===== src/rtl/shift_add_multiplier.sv =====
// shift_add_multiplier
//   Sequential unsigned WIDTH x WIDTH multiplier. It uses one adder and a
//   2:1 operand select, and performs one partial product per clock.
//   A multiply accepted on a start edge finishes WIDTH edges later.
//   done then pulses for one cycle.
//   The product is held until the next accepted start.
//
// Ports
//   clk     : system clock, rising edge
//   reset   : asynchronous, active-high reset
//   start   : multiply request, sampled in IDLE and DONE
//   a       : multiplicand (unsigned, WIDTH bits)
//   b       : multiplier   (unsigned, WIDTH bits)
//   product : accumulator/shift register. It is a*b while done=1 and until
//             the next start. It shows partial values while busy=1.
//   busy    : a multiplication is in progress
//   done    : one-cycle pulse, product just became valid
module shift_add_multiplier #(
  parameter int WIDTH = 8
) (
  input  logic               clk,
  input  logic               reset,
  input  logic               start,
  input  logic [WIDTH-1:0]   a,
  input  logic [WIDTH-1:0]   b,
  output logic [2*WIDTH-1:0] product,
  output logic               busy,
  output logic               done
);

  localparam int CW = $clog2(WIDTH + 1);
  localparam logic [CW-1:0] LAST = CW'(WIDTH - 1);

  typedef enum logic [1:0] {
    S_IDLE = 2'd0,
    S_RUN  = 2'd1,
    S_DONE = 2'd2
  } state_t;

  state_t             state_q, state_d;
  logic [WIDTH-1:0]   a_q, a_d;
  logic [2*WIDTH-1:0] p_q, p_d;
  logic [CW-1:0]      cnt_q, cnt_d;

  logic [WIDTH-1:0]   partial;
  logic [WIDTH:0]     sum;

  always_ff @(posedge clk or posedge reset) begin
    if (reset) begin
      state_q <= S_IDLE;
      a_q     <= '0;
      p_q     <= '0;
      cnt_q   <= '0;
    end else begin
      state_q <= state_d;
      a_q     <= a_d;
      p_q     <= p_d;
      cnt_q   <= cnt_d;
    end
  end

  // The low half of P starts as the multiplier. Its LSB selects the addend.
  // The sum is kept WIDTH+1 bits wide so the carry lands in the top bit
  // after the right shift.
  always_comb begin
    partial = p_q[0] ? a_q : '0;
    sum     = {1'b0, p_q[2*WIDTH-1:WIDTH]} + {1'b0, partial};
  end

  always_comb begin
    state_d = state_q;
    a_d     = a_q;
    p_d     = p_q;
    cnt_d   = cnt_q;
    case (state_q)
      S_IDLE, S_DONE: begin
        // DONE accepts a start exactly like IDLE, so back-to-back
        // operations need no idle gap.
        if (start) begin
          a_d     = a;
          p_d     = {{WIDTH{1'b0}}, b};
          cnt_d   = '0;
          state_d = S_RUN;
        end else begin
          state_d = S_IDLE;
        end
      end
      S_RUN: begin
        p_d   = {sum, p_q[WIDTH-1:1]};
        cnt_d = cnt_q + 1'b1;
        if (cnt_q == LAST) state_d = S_DONE;
      end
      default: state_d = S_IDLE;
    endcase
  end

  assign product = p_q;
  assign busy    = (state_q == S_RUN);
  assign done    = (state_q == S_DONE);

endmodule


===== config.mk =====
export PLATFORM = sky130hd
export DESIGN_NAME = shift_add_multiplier
export DESIGN_NICKNAME = d
export VERILOG_FILES = /design/src/rtl/shift_add_multiplier.sv
export SDC_FILE = /design/constraint.sdc
export NUM_CORES = 1
export LEC_CHECK = 0
export CAP_MARGIN = 25
export CORE_MARGIN = 2
export CORE_UTILIZATION = 50
export DETAILED_ROUTE_END_ITERATION = 12
export GPL_TIMING_DRIVEN = 0
export PLACE_DENSITY = 0.81
export SLEW_MARGIN = 20
export SYNTH_ARGS = -nofsm -noshare
export SYNTH_HDL_FRONTEND = slang
export SYNTH_SLANG_ARGS = --single-unit

===== constraint.sdc =====
create_clock -name clk -period 5.4 [get_ports clk]
set_input_delay 1.08 -clock clk [delete_from_list [all_inputs] [get_ports clk]]
set_output_delay 1.08 -clock clk [all_outputs]
set_load 0.01 [all_outputs]

==> tab_implementation.tex, run 1 <==
\begin{tabular}{lr}
\hline
Metric & Value \\
\hline
\multicolumn{2}{l}{\textbf{Power}} \\
Post-layout power & 1.174 mW \\
Leak pwr & 0.9685 nW \\
Areal power density over the cells & 571.6 nW/um\^{}2 \\
Peak ir drop on the vdd network & 0.3358 mV \\
\multicolumn{2}{l}{\textbf{Place}} \\
Weighted congestion reported at the end of routability-driven placement & 0.7731 \\
Area after detailed placement & 2009 sq um \\
Detailed placement HPWL & 2735 um \\
Buffers added on ports & 36 \\
Placed instance count & 248 \\
\multicolumn{2}{l}{\textbf{Synthesis}} \\
Syn. warnings & 0 \\
Post-synthesis sequential area ratio & 47.92\% \\
Synth top area share & 47.92\% \\
Number of flops mapped to enable cells by yosys & 0 \\
Synth Area in XOR/XNOR & 2.236\% \\
Synthesized-area fraction occupied by adder cells & 8.466\% \\
FF+latch count, synth & 30 \\
Synthesized Nets & 196 \\
Most area-consuming cells after synthesis & sky130\_fd\_sc\_hd\_\_dfrtp\_1, sky130\_fd\_sc\_hd\_\_nand2\_1, sky130\_fd\_sc\_hd\_\_ha\_1 \\
Average instance area after synthesis & 9.380 sq um \\
Cell taking the most area after synthesis & sky130\_fd\_sc\_hd\_\_dfrtp\_1 \\
Total standard cell area after synthesis & 1567 sq um \\
Synthesized netlist cell count & 167 \\
Combinational family with the most area after synthesis & simple AND/OR/NAND/NOR gates \\
Most used flip-flop cell after synthesis & sky130\_fd\_sc\_hd\_\_dfrtp\_1 \\
Multiplexer fraction of the synthesized cell area & 1.278\% \\
Proportion of register bits with asynchronous set or reset after synthesis & 100.0\% \\
Compound-gate portion of the synthesized area & 15.26\% \\
Cell variety after synth & 36 \\
Simple-gate share of the synthesized area & 22.44\% \\
\multicolumn{2}{l}{\textbf{STA}} \\
Worst clock skew & 0.005718 ns \\
RSZ-0062 raised after global routing & no \\
Count of endpoints failing setup in the final report & 0 \\
Aggregate negative setup slack & 0 ns \\
Max-slew headroom & 61.00\% \\
Fin crit period & 2.998 ns \\
Number of pins with negative max-slew slack in the final report & 0 \\
Share of the clock period used by the worst path after layout & 55.51\% \\
Hold Violations, Final & 0 \\
Highest Clock Rate & 333.6 MHz \\
Worst slew pin tran & 0.5844 ns \\
\multicolumn{2}{l}{\textbf{Die}} \\
Total Die Area & 3597 sq um \\
Row count & 20 \\
Vertical extent of the die & 59.98 um \\
Die W & 59.98 um \\
Number of ports placed on the die boundary & 37 \\
Starting density of the core & 51.74\% \\
Core Footprint & 3028 sq um \\
\multicolumn{2}{l}{\textbf{Final layout}} \\
Final design area excluding fillers & 2054 sq um \\
Fillcell total & 253 \\
Leading cell type in the layout, fill and taps excluded & sky130\_fd\_sc\_hd\_\_nand2\_1 \\
Syn-to-layout area delta & 31.15\% \\
Count of inserted antenna diode cells & 0 \\
Post-layout nets & 240 \\
Fraction of layout instances using a drive strength above 1 & 6.635\% \\
Final Non-Filler Cells & 255 \\
Final core occ & 67.85\% \\
Commonest cells after routing, fill and taps aside & sky130\_fd\_sc\_hd\_\_nand2\_1, sky130\_fd\_sc\_hd\_\_clkdlybuf4s50\_1, sky130\_fd\_sc\_hd\_\_dfrtp\_1 \\
\multicolumn{2}{l}{\textbf{CTS}} \\
Longest Clk Path Bufs & 2 \\
Clock transition at the registers of the reported paths & 0.09 ns \\
Clock root cell & sky130\_fd\_sc\_hd\_\_clkbuf\_4 \\
Depth of the CTS H-tree & 2 \\
Clock tree from TritonCTS & yes \\
Post-CTS setup repair buffer count & 0 \\
Clock sinks & 30 \\
CTS Hold Buffers Added & 0 \\
Post-CTS Resized & 0 \\
Later-pin clock latency in the skew report & 0.34 ns \\
Number of buffers added by the clock tree synthesis step & 5 \\
\multicolumn{2}{l}{\textbf{Worst setup path}} \\
Library cell contributing the largest single delay on the critical path & sky130\_fd\_sc\_hd\_\_clkdlybuf4s50\_1 \\
Arrival time of the worst setup path & 1.92 ns \\
Required arrival time at the worst endpoint & 4.32 ns \\
Crit path buf inv count & 3 \\
Worst Setup End Kind & output port \\
Path depth of the worst reg2reg path & 7 \\
Delay contributed by the slowest stage of the critical path & 0.58 ns \\
Kind of critical path & reg -> out \\
Register-to-register setup slack & 3.13 ns \\
Critical Path Fanout Max & 10 \\
Worst path top cell family by delay & buffers and inverters \\
End of the worst register-to-register path & product[15] \\
Critical-path cell list & nand2b\_1 > inv\_2 > buf\_2 > clkdlybuf4s50\_1 \\
CP startpoint kind & flop \\
Source of the worst register-to-register timing path & product[0] \\
\multicolumn{2}{l}{\textbf{Routing}} \\
Avg WL per Cell & 14.04 um \\
Via count & 1379 \\
DRC violation count after routing & 0 \\
Via density & 5.408 \\
Number of search-and-repair iterations in the first detailed-routing pass & 4 \\
Remaining antenna violation count & 0 \\
Starting DRT DRC Count & 46 \\
Wire length after detailed routing & 3580 um \\
\multicolumn{2}{l}{\textbf{Global routing}} \\
Wire length of the first global-routing pass & 6354 um \\
Overflow left after global routing & 0 \\
Number of antenna violations at the first check in global routing & 0 \\
Maximum number of pins on one net before global-route repair & 19 \\
Via count of the first global-routing pass & 1458 \\
Combined global-route utilization of all metal layers & 24.17\% \\
\multicolumn{2}{l}{\textbf{Hold path}} \\
Worst hold path class & reg -> reg \\
Destination of the worst hold path & a\_q[7] \\
Worst hold stages & 2 \\
Start point of the worst hold path & a\_q[7] \\
\multicolumn{2}{l}{\textbf{Run}} \\
Max-cap violations & 0 \\
\multicolumn{2}{l}{\textbf{Outcome}} \\
Run status & finished, final reports clean \\
\hline
\end{tabular}
==> area by class of cell <==
class                      count  area, sq um  share of cell area (%)
multi-input combinational    128        778.2                   37.88
buffer                         6        26.28                   1.279
sequential                    30        750.7                   36.54
inverter                       3        11.26                  0.5481
tap                           44        55.05                   2.680
clock buffer                   7        45.04                   2.192
timing repair buffer          37        387.9                   18.88
==> flip-flops by register name (all words and copies together) (netlist names) <==
name	count
a_q	8
product	16
cnt_q	4
state_q	2
==> report_power, final <==
group	switching, mW	internal, mW	total (mW)
sequential	0.0861	0.331	0.417
combinational	0.329	0.305	0.634
clock	0.0739	0.0489	0.123
total	0.489	0.685	1.17
==> per-stage QoR <==
step / setup WS, ns / hold WS [ns]
floorplan: 3.311 / 0.4374
global placement: 2.777 / 0.4536
detailed placement: 2.767 / 0.4623
CTS: 2.396 / 0.4817
global route: 2.297 / 0.5115
finish: 2.402 / 0.4795
==> cell families (layout without fill, tap and decap cells) <==
group | count (synthesis) | in the layout
and+or+nand+nor | 78 | 78
AOI/OAI and AO/OA | 34 | 34
DFF | 30 | 30
adders and majority gates | 10 | 10
buffers and inverters | 9 | 53
xor gates and xnor gates | 4 | 4
muxes | 2 | 2
==> worst max path at each step <==
stage	startpoint	to	depth (start not counted)
after global routing	state_q[1]	busy	4
after detailed placement	state_q[1]	busy	4
after floorplan	product[0]	product[15]	7
after CTS	state_q[1]	busy	4
final	state_q[1]	busy	4
after global placement	state_q[1]	busy	4
==> Yosys cell counts, types with 3 or more instances <==
library cell,instances
sky130_fd_sc_hd__ha_1,9
sky130_fd_sc_hd__a22oi_1,9
sky130_fd_sc_hd__nand2b_1,4
sky130_fd_sc_hd__and2_1,8
sky130_fd_sc_hd__a21oi_1,4
sky130_fd_sc_hd__o21ai_0,5
sky130_fd_sc_hd__xor2_1,3
sky130_fd_sc_hd__a22o_1,3
sky130_fd_sc_hd__nand2_1,50
sky130_fd_sc_hd__buf_2,3
sky130_fd_sc_hd__nor2_1,6
sky130_fd_sc_hd__dfrtp_1,30
sky130_fd_sc_hd__o21ai_1,4
==> per-layer routing <==
layer	track usage (%)	part of all wire (%)	vias to the layer above
met5	0	0	-
li1	-	-	658
met4	9.524	1.6	0
met1	29.57	43	667
met2	38.66	49	45
met3	8.874	6.3	9
==> worst reg2reg max path, delay by kind of cell (launching register included) <==
family	cells	cell delay [ns]
fa+ha+maj	2	0.63
simple gates	1	0.21
compound gates	4	0.84
flops	1	0.47
No activity file was read; power rests on OpenSTA's default activity.
==> run 2, diff against run 1 <==
Settings changed: CORE_UTILIZATION 50 to 44, PLACE_DENSITY 0.81 to 0.76.
Clock period 5.4 ns to 2.54 ns, I/O delays scaled along.
==> tab_implementation.tex, run 2 (same netlist as run 1, synthesis figures left out) <==
\begin{tabular}{lr}
\hline
Metric & Value \\
\hline
\multicolumn{2}{l}{\textbf{STA}} \\
Aggregate negative setup slack & 0 ns (unchanged) \\
RSZ-0062 raised after global routing & no (unchanged) \\
Hold Violations, Final & 0 (unchanged) \\
Worst clock skew & 0.01152 ns (was 0.005718 ns) \\
Highest Clock Rate & 410.8 MHz \\
Worst path setup slack after routing & 0.1059 ns (was 2.402 ns) \\
Max-slew headroom & 59.62\% (was 61.00\%) \\
Number of pins with negative max-slew slack in the final report & 0 (unchanged) \\
Worst slew pin tran & 0.6050 ns (was 0.5844 ns) \\
Share of the clock period used by the worst path after layout & 95.83\% \\
Fin crit period & 2.434 ns \\
Count of endpoints failing setup in the final report & 0 (unchanged) \\
Final-layout worst hold slack & 0.4751 ns (was 0.4795 ns) \\
\multicolumn{2}{l}{\textbf{CTS}} \\
Number of buffers added by the clock tree synthesis step & 5 (unchanged) \\
Longest Clk Path Bufs & 2 (unchanged) \\
Clock sinks & 30 (unchanged) \\
Post-CTS setup repair buffer count & 0 (unchanged) \\
Later-pin clock latency in the skew report & 0.33 ns (was 0.34 ns) \\
Depth of the CTS H-tree & 2 (unchanged) \\
Clock transition at the registers of the reported paths & 0.08 ns (was 0.09 ns) \\
Clock tree from TritonCTS & yes (unchanged) \\
Clock root cell & sky130\_fd\_sc\_hd\_\_clkbuf\_4 (unchanged) \\
CTS Hold Buffers Added & 0 (unchanged) \\
Post-CTS Resized & 0 (unchanged) \\
\multicolumn{2}{l}{\textbf{Final layout}} \\
Final Non-Filler Cells & 256 (was 255) \\
Syn-to-layout area delta & 31.71\% (was 31.15\%) \\
Fraction of layout instances using a drive strength above 1 & 7.143\% (was 6.635\%) \\
Commonest cells after routing, fill and taps aside & sky130\_fd\_sc\_hd\_\_nand2\_1, sky130\_fd\_sc\_hd\_\_clkdlybuf4s50\_1, sky130\_fd\_sc\_hd\_\_dfrtp\_1 (unchanged) \\
Final core occ & 60.87\% (was 67.85\%) \\
Post-layout nets & 240 (unchanged) \\
Leading cell type in the layout, fill and taps excluded & sky130\_fd\_sc\_hd\_\_nand2\_1 (unchanged) \\
Final design area excluding fillers & 2063 sq um (was 2054 sq um) \\
Largest register FFs & 16 (unchanged) \\
Count of inserted antenna diode cells & 0 (unchanged) \\
\multicolumn{2}{l}{\textbf{Worst setup path}} \\
Critical Path Fanout Max & 10 (unchanged) \\
End of the worst register-to-register path & product[15] (unchanged) \\
CP Capture Point & busy (unchanged) \\
Path depth of the worst reg2reg path & 7 (unchanged) \\
Required arrival time at the worst endpoint & 2.03 ns (was 4.32 ns) \\
Arrival time of the worst setup path & 1.93 ns (was 1.92 ns) \\
Source of the worst register-to-register timing path & product[0] (unchanged) \\
Worst Setup End Kind & output port (unchanged) \\
Origin of the worst setup path & state\_q[1] (unchanged) \\
Kind of critical path & reg -> out (unchanged) \\
CP startpoint kind & flop (unchanged) \\
Register-to-register setup slack & 0.26 ns (was 3.13 ns) \\
\multicolumn{2}{l}{\textbf{Power}} \\
Leak pwr & 0.9733 nW (was 0.9685 nW) \\
Areal power density over the cells & 1218 nW/um\^{}2 (was 571.6 nW/um\^{}2) \\
Peak ir drop on the vdd network & 0.5570 mV (was 0.3358 mV) \\
Post-layout power & 2.512 mW (was 1.174 mW) \\
\multicolumn{2}{l}{\textbf{Place}} \\
Area after detailed placement & 2012 sq um (was 2009 sq um) \\
Placement-stage worst setup slack & 0.3067 ns (was 2.767 ns) \\
Placed instance count & 250 (was 248) \\
Detailed placement HPWL & 2742 um (was 2735 um) \\
Buffers added on ports & 36 (unchanged) \\
Weighted congestion reported at the end of routability-driven placement & 0.8408 (was 0.7731) \\
\multicolumn{2}{l}{\textbf{Routing}} \\
Number of search-and-repair iterations in the first detailed-routing pass & 4 (unchanged) \\
Starting DRT DRC Count & 55 (was 46) \\
Wire length after detailed routing & 3744 um (was 3580 um) \\
Avg WL per Cell & 14.63 um (was 14.04 um) \\
Remaining antenna violation count & 0 (unchanged) \\
Via density & 5.277 (was 5.408) \\
DRC violation count after routing & 0 (unchanged) \\
Via count & 1351 (was 1379) \\
\multicolumn{2}{l}{\textbf{Global routing}} \\
Combined global-route utilization of all metal layers & 21.16\% (was 24.17\%) \\
Number of antenna violations at the first check in global routing & 0 (unchanged) \\
Maximum number of pins on one net before global-route repair & 19 (unchanged) \\
Overflow left after global routing & 0 (unchanged) \\
Via count of the first global-routing pass & 1466 (was 1458) \\
Wire length of the first global-routing pass & 6561 um (was 6354 um) \\
\multicolumn{2}{l}{\textbf{Die}} \\
Die W & 63.67 um (was 59.98 um) \\
Number of ports placed on the die boundary & 37 (unchanged) \\
Row count & 21 (was 20) \\
Vertical extent of the die & 63.67 um (was 59.98 um) \\
Starting density of the core & 46.22\% (was 51.74\%) \\
Total Die Area & 4053 sq um (was 3597 sq um) \\
Core Footprint & 3390 sq um (was 3028 sq um) \\
\multicolumn{2}{l}{\textbf{Hold path}} \\
Worst hold path class & reg -> reg (unchanged) \\
\multicolumn{2}{l}{\textbf{Run}} \\
Max-cap violations & 0 (unchanged) \\
\multicolumn{2}{l}{\textbf{Outcome}} \\
Run status & finished, final reports clean (unchanged) \\
\hline
\end{tabular}
## run 2: worst min path at each step
stage | from | end | depth (start not counted)
final | a_q[2] | a_q[2] | 2
after global routing | a_q[5] | a_q[5] | 2
after CTS | a_q[2] | a_q[2] | 2
after detailed placement | a_q[2] | a_q[2] | 2
after global placement | a_q[2] | a_q[2] | 2
after floorplan | a_q[0] | a_q[0] | 2
## run 2: layout make-up
cell class,count,area [sq um]
tap,46,57.56
multi-input combinational,128,778.2
sequential,30,750.7
buffer,6,26.28
clock buffer,6,51.30
timing repair buffer,37,387.9
inverter,3,11.26
fill,299,1326
## run 2: report_power, final
group | switching (mW) | internal [mW] | total (mW) | leakage (nW)
clock | 0.159 | 0.125 | 0.283 | 0.0302
sequential | 0.186 | 0.704 | 0.890 | 0.371
combinational | 0.691 | 0.648 | 1.34 | 0.572
total | 1.04 | 1.48 | 2.51 | 0.973
## run 2: critical path, cell delays in order (launching register included)
cell	delay, ns
sky130_fd_sc_hd__dfrtp_1	0.39
sky130_fd_sc_hd__nand2b_1	0.18
sky130_fd_sc_hd__inv_2	0.18
sky130_fd_sc_hd__buf_2	0.27
sky130_fd_sc_hd__clkdlybuf4s50_1	0.58
## run 2: metal layers
metal  track usage (%)  part of all wire, %  vias up
met3             7.321                  6.0        6
met4             6.522                  1.3        0
met5                 0                    0        -
li1                  -                    -      656
met1             26.26                   45      651
met2             34.61                   47       38
